<file path="src/rtl/sdram_pkg.sv">
// Shared SDRAM command encodings and sequencer state type.
// The bank controllers decode and drive these same {RAS,CAS,WE} constants.
package sdram_pkg;

    localparam logic [2:0] CMD_LOAD_MODE = 3'b000;
    localparam logic [2:0] CMD_REFRESH   = 3'b001;
    localparam logic [2:0] CMD_PRECHARGE = 3'b010;
    localparam logic [2:0] CMD_ACTIVATE  = 3'b011;
    localparam logic [2:0] CMD_WRITE     = 3'b100;
    localparam logic [2:0] CMD_READ      = 3'b101;
    localparam logic [2:0] CMD_NOP       = 3'b111;

    // A10 high selects all banks for PRECHARGE.
    localparam logic [12:0] PRECHARGE_ALL_A = 13'h0400;

    typedef enum logic [2:0] {
        S_WAIT = 3'd0,
        S_PRE  = 3'd1,
        S_REF1 = 3'd2,
        S_REF2 = 3'd3,
        S_MRS  = 3'd4,
        S_GAP  = 3'd5,
        S_RUN  = 3'd6
    } seq_state_t;

endpackage

</file>
<file path="src/rtl/sdram_refresh_timer.sv">
// Periodic refresh request generator. Counts only while run is high and
// raises pending at terminal count; clear drops it unless a new expiry
// lands in the same cycle, in which case the new request is kept.
module sdram_refresh_timer #(
    parameter int INTERVAL = 780
) (
    input  logic clk,
    input  logic rst,
    input  logic run,
    input  logic clear,
    output logic pending
);

    localparam int CNT_W = $clog2(INTERVAL);
    localparam logic [CNT_W-1:0] CNT_LAST = CNT_W'(INTERVAL - 1);

    logic [CNT_W-1:0] cnt_r;
    logic             pending_r;

    // Interval counter and sticky pending flag (expiry takes priority over clear).
    always_ff @(posedge clk or posedge rst) begin
        if (rst) begin
            cnt_r     <= '0;
            pending_r <= 1'b0;
        end else if (!run) begin
            cnt_r     <= '0;
            pending_r <= 1'b0;
        end else if (cnt_r == CNT_LAST) begin
            cnt_r     <= '0;
            pending_r <= 1'b1;
        end else begin
            cnt_r <= cnt_r + CNT_W'(1);
            if (clear) begin
                pending_r <= 1'b0;
            end
        end
    end

    assign pending = pending_r;

endmodule

</file>
<file path="src/rtl/sdram_frame_sequencer.sv">
// Frame sequencer for two interleaved SDRAM bank controllers: free-running
// 8-cycle frame counter, power-up init sequence, periodic refresh windows
// and the combinational pin mux between bank 0, bank 1 and the sequencer.
module sdram_frame_sequencer
    import sdram_pkg::*;
#(
    parameter int          INIT_WAIT        = 20000,
    parameter int          REFRESH_INTERVAL = 780,
    parameter logic [12:0] MODE_REG         = 13'h020
) (
    input  logic        clk,
    input  logic        rst,
    output logic [2:0]  cycle,
    output logic        en,
    output logic        ready,
    output logic        refresh_frame,
    input  logic [2:0]  b0_cmd,
    input  logic [12:0] b0_a,
    input  logic [1:0]  b0_dqm,
    input  logic [15:0] b0_dout,
    input  logic        b0_dout_en,
    input  logic [2:0]  b1_cmd,
    input  logic [12:0] b1_a,
    input  logic [1:0]  b1_dqm,
    input  logic [15:0] b1_dout,
    input  logic        b1_dout_en,
    output logic        sd_cke,
    output logic [2:0]  sd_cmd,
    output logic [12:0] sd_a,
    output logic [1:0]  sd_ba,
    output logic [1:0]  sd_dqm,
    output logic [15:0] sd_data_out,
    output logic        sd_data_out_en
);

    localparam int WAIT_W = $clog2(INIT_WAIT + 1);
    localparam logic [WAIT_W-1:0] WAIT_LAST = WAIT_W'(INIT_WAIT - 1);

    seq_state_t        state_r;
    logic [2:0]        cycle_r;
    logic [WAIT_W-1:0] wait_cnt_r;
    logic              en_r;
    logic              ready_r;
    logic              refresh_frame_r;
    logic              cke_r;

    logic              wait_done_s;
    logic              run_s;
    logic              refresh_clear_s;
    logic              refresh_pending_s;
    logic [2:0]        seq_cmd_s;
    logic [12:0]       seq_a_s;

    assign wait_done_s     = (wait_cnt_r == WAIT_LAST);
    assign run_s           = (state_r == S_RUN);
    // The pending request is consumed when its window issues REFRESH.
    assign refresh_clear_s = run_s && refresh_frame_r && (cycle_r == 3'd0);

    sdram_refresh_timer #(
        .INTERVAL (REFRESH_INTERVAL)
    ) u_refresh_timer (
        .clk     (clk),
        .rst     (rst),
        .run     (run_s),
        .clear   (refresh_clear_s),
        .pending (refresh_pending_s)
    );

    // Frame counter, init/run FSM and the window-aligned en/ready/refresh_frame registers.
    always_ff @(posedge clk or posedge rst) begin
        if (rst) begin
            state_r         <= S_WAIT;
            cycle_r         <= 3'd0;
            wait_cnt_r      <= '0;
            en_r            <= 1'b0;
            ready_r         <= 1'b0;
            refresh_frame_r <= 1'b0;
            cke_r           <= 1'b0;
        end else begin
            cycle_r <= cycle_r + 3'd1;
            cke_r   <= 1'b1;
            case (state_r)
                S_WAIT: begin
                    if (!wait_done_s) begin
                        wait_cnt_r <= wait_cnt_r + WAIT_W'(1);
                    end
                    // Init commands always start on a frame boundary.
                    if (wait_done_s && (cycle_r == 3'd7)) begin
                        state_r <= S_PRE;
                    end
                end
                S_PRE: begin
                    if (cycle_r == 3'd7) begin
                        state_r <= S_REF1;
                    end
                end
                S_REF1: begin
                    if (cycle_r == 3'd7) begin
                        state_r <= S_REF2;
                    end
                end
                S_REF2: begin
                    if (cycle_r == 3'd7) begin
                        state_r <= S_MRS;
                    end
                end
                S_MRS: begin
                    if (cycle_r == 3'd7) begin
                        state_r <= S_GAP;
                    end
                end
                S_GAP: begin
                    // Bank windows run 7,0..6, so hand-over happens at the 6->7 edge.
                    if (cycle_r == 3'd6) begin
                        state_r         <= S_RUN;
                        en_r            <= 1'b1;
                        ready_r         <= 1'b1;
                        refresh_frame_r <= 1'b0;
                    end
                end
                S_RUN: begin
                    if (cycle_r == 3'd6) begin
                        en_r            <= ~refresh_pending_s;
                        refresh_frame_r <= refresh_pending_s;
                    end
                end
                default: begin
                    state_r <= S_WAIT;
                end
            endcase
        end
    end

    // Sequencer-owned command: init commands and REFRESH only ever issue at cycle 0.
    always_comb begin
        seq_cmd_s = CMD_NOP;
        seq_a_s   = 13'd0;
        if (cycle_r == 3'd0) begin
            case (state_r)
                S_PRE: begin
                    seq_cmd_s = CMD_PRECHARGE;
                    seq_a_s   = PRECHARGE_ALL_A;
                end
                S_REF1, S_REF2: begin
                    seq_cmd_s = CMD_REFRESH;
                end
                S_MRS: begin
                    seq_cmd_s = CMD_LOAD_MODE;
                    seq_a_s   = MODE_REG;
                end
                S_RUN: begin
                    if (refresh_frame_r) begin
                        seq_cmd_s = CMD_REFRESH;
                    end else begin
                        seq_cmd_s = CMD_NOP;
                    end
                end
                default: begin
                    seq_cmd_s = CMD_NOP;
                end
            endcase
        end else begin
            seq_cmd_s = CMD_NOP;
        end
    end

    // Pin mux; kept combinational so bank commands land on the cycle the controllers expect.
    always_comb begin
        sd_cmd         = seq_cmd_s;
        sd_a           = seq_a_s;
        sd_ba          = 2'b00;
        sd_dqm         = 2'b11;
        sd_data_out    = 16'h0000;
        sd_data_out_en = 1'b0;
        if (en_r) begin
            sd_ba = {1'b0, cycle_r[0]};
            if (cycle_r[0]) begin
                sd_cmd         = b1_cmd;
                sd_a           = b1_a;
                sd_dqm         = b1_dqm;
                sd_data_out    = b1_dout;
                sd_data_out_en = b1_dout_en;
            end else begin
                sd_cmd         = b0_cmd;
                sd_a           = b0_a;
                sd_dqm         = b0_dqm;
                sd_data_out    = b0_dout;
                sd_data_out_en = b0_dout_en;
            end
        end else begin
            sd_ba = 2'b00;
        end
    end

    assign cycle         = cycle_r;
    assign en            = en_r;
    assign ready         = ready_r;
    assign refresh_frame = refresh_frame_r;
    assign sd_cke        = cke_r;

endmodule

</file>
<file path="config.mk">
export PLATFORM = sky130hd
export DESIGN_NAME = sdram_frame_sequencer
export DESIGN_NICKNAME = d
export VERILOG_FILES = /design/src/rtl/sdram_pkg.sv /design/src/rtl/sdram_refresh_timer.sv /design/src/rtl/sdram_frame_sequencer.sv
export SDC_FILE = /design/constraint.sdc
export NUM_CORES = 1
export LEC_CHECK = 0
export BUFFER_PORTS_ARGS = -buffer_cell sky130_fd_sc_hd__buf_2
export CAP_MARGIN = 15
export CELL_PAD_IN_SITES_DETAIL_PLACEMENT = 0
export CELL_PAD_IN_SITES_GLOBAL_PLACEMENT = 1
export CORE_ASPECT_RATIO = 0.6
export CORE_MARGIN = 1
export CORE_UTILIZATION = 29
export CTS_CLUSTER_SIZE = 20
export DETAILED_ROUTE_END_ITERATION = 16
export PLACE_DENSITY_LB_ADDON = 0.1
export SLEW_MARGIN = 20
export SYNTH_ARGS = -nofsm -noshare
export SYNTH_HDL_FRONTEND = slang
export SYNTH_SLANG_ARGS = --single-unit
</file>
<file path="constraint.sdc">
create_clock -name clk -period 1.6 [get_ports clk]
set_input_delay 0.16 -clock clk [delete_from_list [all_inputs] [get_ports clk]]
set_output_delay 0.16 -clock clk [all_outputs]
set_load 0.02 [all_outputs]
</file>
-- Word level (Yosys, flattened, before mapping)
Cells that the tools add are included.
- bits in registers: 36
- logic and storage cells: 78
- add/sub/neg operators: 3
- eq/ne operators: 18
- mux-type cells: 34
- bitwise operators: 3
- reductions and logical operators: 11
- operator list (kind ; number):
    2-to-1 mux 16 bit ; 2
    2-to-1 mux 3 bit ; 10
    2-to-1 mux 13 bit ; 2
    case mux 11 bit (2 select lines) ; 1
    case mux 3 bit (7 select lines) ; 1
    2-to-1 mux 10 bit ; 2
    adder 15 x 1 -> 15 bit (second input constant) ; 1
    equality test 15 bit (second input constant) ; 1
    equality test 3 bit (second input constant) ; 5
    != test 2 bit (second input constant) ; 6
    case mux 3 bit (4 select lines) ; 1
    2-to-1 mux 11 bit ; 1
    adder 10 x 1 -> 10 bit (second input constant) ; 1
    equality test 10 bit (second input constant) ; 1
    2-to-1 mux 1 bit ; 10
    AND reduction 7 bit ; 1
    equality test 3 x 2 -> 1 bit (second input constant) ; 2
    zero test 3 bit ; 2
    2-to-1 mux 2 bit ; 2
    case mux 1 bit (2 select lines) ; 2
    AND reduction 2 bit ; 2
    adder 3 x 1 -> 3 bit (second input constant) ; 1
    equality test 3 x 1 -> 1 bit (second input constant) ; 1
    logical AND 1 bit ; 3
    6 further kinds ; 8

-- Longest topological paths before layout
- word-level depth: 6
- depth in mapped cells: 8
- mapped depth without buffers: 6

-- Hierarchy
From an unflattened synthesis, not the netlist that was laid out.
- cells, all modules: 251
- area total of the unflattened synthesis: 2358.5 µm²
- modules (own cells, without submodules) (module ; instances ; cells an instance ; area an instance (µm²)):
    sdram_frame_sequencer ; 1 ; 198 ; 1809.2
    sdram_refresh_timer ; 1 ; 53 ; 549.3

-- Worst setup path after synthesis
Ideal clock, no wire load.
- path type: register to output
- start: register cycle_r[0] (netlist: cycle[0])
- end: output port sd_cmd[0]
- data arrival time: 1910 ps
- data required time: 1440 ps
- path slack: -470 ps
- cell stages (with the launch flop): 9
- cells stage by stage: dfrtp_1 > buf_2 > buf_2 > inv_1 > ha_1 > nand2b_1 > nor3_1 > o21a_1 > a21oi_1
- longest elaborated chain between the ends: 3
- ends and longest elaborated chain (what ; line ; text):
    start: declaration ; sdram_frame_sequencer.sv:40 ; logic [2:0] cycle_r;
    start signal: assignment ; sdram_frame_sequencer.sv:80 ; cycle_r <= cycle_r + 3'd1;
    zero test 3 bit ; sdram_frame_sequencer.sv:138 ; if (cycle_r == 3'd0) begin
    2-to-1 mux 3 bit ; sdram_frame_sequencer.sv:138 ;
    2-to-1 mux 3 bit (*) ; sdram_frame_sequencer.sv:175 ; if (en_r) begin
    end: declaration ; sdram_frame_sequencer.sv:28 ; output logic [2:0] sd_cmd,
Every way passes the cells marked *; elsewhere a longest branch is shown, timed or not.

-- Worst setup path after layout
- start: register cycle_r[0] (netlist: cycle[0])
- end: output port sd_cmd[2]
The elaborated chain is that of the path after synthesis.

==> run metrics <==
status complete, but fails checks; failing checks negative setup slack; Post-synth EDFFs 0; count leader, synth nor2_1; chain of cells forming the critical path buf_6 -> buf_16 -> mux2i_2 -> mux2i_2 -> buf_2; Reg clk slew, reported paths 0.06 ns; Clk Latency, worst-skew pair 0.28 ns; core area 7450 sq um; GP Congestion a little under 0.8; Critical Path Start cycle[0]$_DFF_PP0_; die area 8240 sq um; R2R Setup Slk ~0.08 ns; Cells after Synth 249; Detailed Routing Iterations Pass 1 4; first-pass GRT wire length 9810 microns; final hold vios 0; Hold/Removal Path Class reg -> reg; sw frac 0.212; Max clock buf depth 2; Hold EP u_refresh_timer.cnt_r[0]$_DFF_PP0_; synth unique cells 40; critical hold path startpoint u_refresh_timer.cnt_r[0]$_DFF_PP0_; Pwr Total 1.99 mW; Total Wirelength 6250 microns; post-synth top area cell dfrtp_1; MaxCap Viol Count 0; die extent in x 117 microns; reg2reg start u_refresh_timer.cnt_r[6]$_DFF_PP0_; I/O pins 116; routing usage on met3 0.0420; area delta synth->final 53.7%; DR WL/cell 12.7 microns; sequential fraction of the synthesis area 0.395; Clock Skews roughly 0.0052 ns; Crit path required time 1.44 ns; RSZ-0062 raised after global routing yes; design area 3510 sq um; Tcrit/Tclk final 1.05; Max rail drop VDD 0.319 mV; Flop pwr share 0.458; CP most frequent cell mux2i_2; total track usage 0.156; vias in the first global route 1978; CTS Buf Count 5; Fin Setup TNS -0.997 ns; ANT cells 0; Yosys top cell area share 0.395; register bit total from synthesis 36; hold slack final 0.457 ns; DR iter-0 viols around 110; max-slew violations 0; CP max FO 9; WHS Path Cells 1; grt peak-use layer met1; Leakage 1.94 nW; Worst Setup End Kind primary output; met1 GRT Util 0.233; post-route DRC violation count 0; initial antenna violation count 0; minimum clock period 1.68 ns; Final #Nets 467; fraction of layout cells with a size suffix above 1 0.456; CTS tree yes; Synth area leaders dfrtp_1, mux2i_1, nor2_1; final setup margin -0.0790 ns; Net Count, Synth ~330; antenna-violating nets left 0; Int Power 1.57 mW; Starting Density 0.306; worst setup path class reg -> out; Via density 4.42; vias 2183; CTS sink cnt 36; root buffer cell clkbuf_16; mapped cell area 2280 sq um; Global Route met2 Usage 0.221; PD cells 568 nW/um^2; critical path's largest stage delay 0.42 ns; H-tree levels 2; pin count of the biggest net entering global routing 37; Post-synth top flop dfrtp_1; Async SR Flop Fraction 1.00; Rows 24; syn avg cell area about 9 sq um; Finished Core Util 0.471; worst r2r path cells 4; Post-DP HPWL 4490 microns; worst path arrival time approximately 1.5 ns; Startpoint Class register; Max stage delay cell, worst path dfrtp_2; Placed Area 3160 sq um; FILL cells between 700 and 800; Post-synth top cells nor2_1, mux2i_1, dfrtp_1; Die Y 70.7 microns; Comb power frac 0.071; clock power share 0.471; Finish-stage setup viols 33; Fmax 0.596 GHz; PortBufs 114; total grt overflow 0; Net Sw Power 0.422 mW; Ys Warns 0; reg2reg end u_refresh_timer.cnt_r[9]$_DFF_PP0_
power by group through the flow:
stage	combinational, mW	clock [mW]	sequential, mW
6_report	0.142	0.939	0.913
5_1_grt	0.160	1.01	0.912
3_5_place_dp	0.139	0	0.929
3_3_place_gp	0.136	0	0.929
4_1_cts	0.142	0.970	0.912
2_1_floorplan	0.0468	0	0.930
what timing repair did:
item | in CTS | in global routing
hold buffers | 1 | 0
pin swaps | 4 | 4
cloned | 2 | 0
hold endpoints to repair | 3 | 0
setup endpoints to repair | 35 | 45
buffers inserted | 5 | 4
gates resized for setup | 16 | 7
how the worst max path moves through the flow:
stage                                         end  depth (start not counted)
2_1_floorplan                           sd_cmd[0]                          8
3_3_place_gp   u_refresh_timer.cnt_r[6]$_DFF_PP0_                          4
3_5_place_dp                            sd_cmd[0]                          7
4_1_cts                                 sd_cmd[0]                          7
5_1_grt                                 sd_cmd[0]                          7
6_report                                sd_cmd[2]                          5
cell usage in the layout (no fill, tap or decap), types with 8 or more instances in the layout:
cell / netlist / final
buf_2: 5 / 110
buf_4: 2 / 26
dfrtp_1: 36 / 34
inv_1: 9 / 8
mux2i_1: 37 / 33
nand2_1: 17 / 17
nand3_1: 11 / 11
nor2_1: 48 / 48
xnor2_1: 14 / 14
xor2_1: 8 / 8
sequential cells by signal, indices dropped and copies added (netlist names):
name and flops:
cycle 3, wait_cnt_r 15, en 1, u_refresh_timer.pending 1, state_r 3, ready 1, refresh_frame 1, u_refresh_timer.cnt_r 10
sd_cke 1
area by class of cell:
| type | instances | area [sq um] | share of cell area |
|---|---|---|---|
| Clock buffer | 7 | 133 | 0.0378 |
| Inverter | 9 | 41.3 | 0.0118 |
| Tap cell | 104 | 130 | 0.0371 |
| Sequential cell | 36 | 903 | 0.257 |
| Multi-Input combinational cell | 192 | 1390 | 0.397 |
| Clock inverter | 1 | 5.00 | 0.00143 |
| Timing Repair Buffer | 145 | 903 | 0.257 |
worst max-delay path: cells and delay by family (launching register included):
| family | cells | cell delay [ns] |
|---|---|---|
| multiplexers | 2 | 0.30 |
| flip-flops | 1 | 0.42 |
| buffers and inverters | 3 | 0.52 |
per-stage QoR:
stage | instances | setup slack, ns
3_5_place_dp | 475 | 0.0442
2_1_floorplan | 249 | -0.0182
6_report | 494 | -0.0790
4_1_cts | 491 | -0.139
3_3_place_gp | 475 | 0.0667
5_1_grt | 494 | -0.157
cell families after synthesis:
group           share of synthesized area
flops                               0.395
xor+xnor                           0.0844
mux                                 0.167
fa+ha+maj                          0.0329
simple gates                        0.220
compound gates                     0.0526
other cells                       0.00329
buf+inv                            0.0449
layer usage:
metal  up-vias  share of wire
met4         0         0.0091
met2        67           0.41
met5         -              0
met3         7          0.061
met1       984           0.52
li1       1125              -
Note: power is estimated with default switching activity, not from simulation.
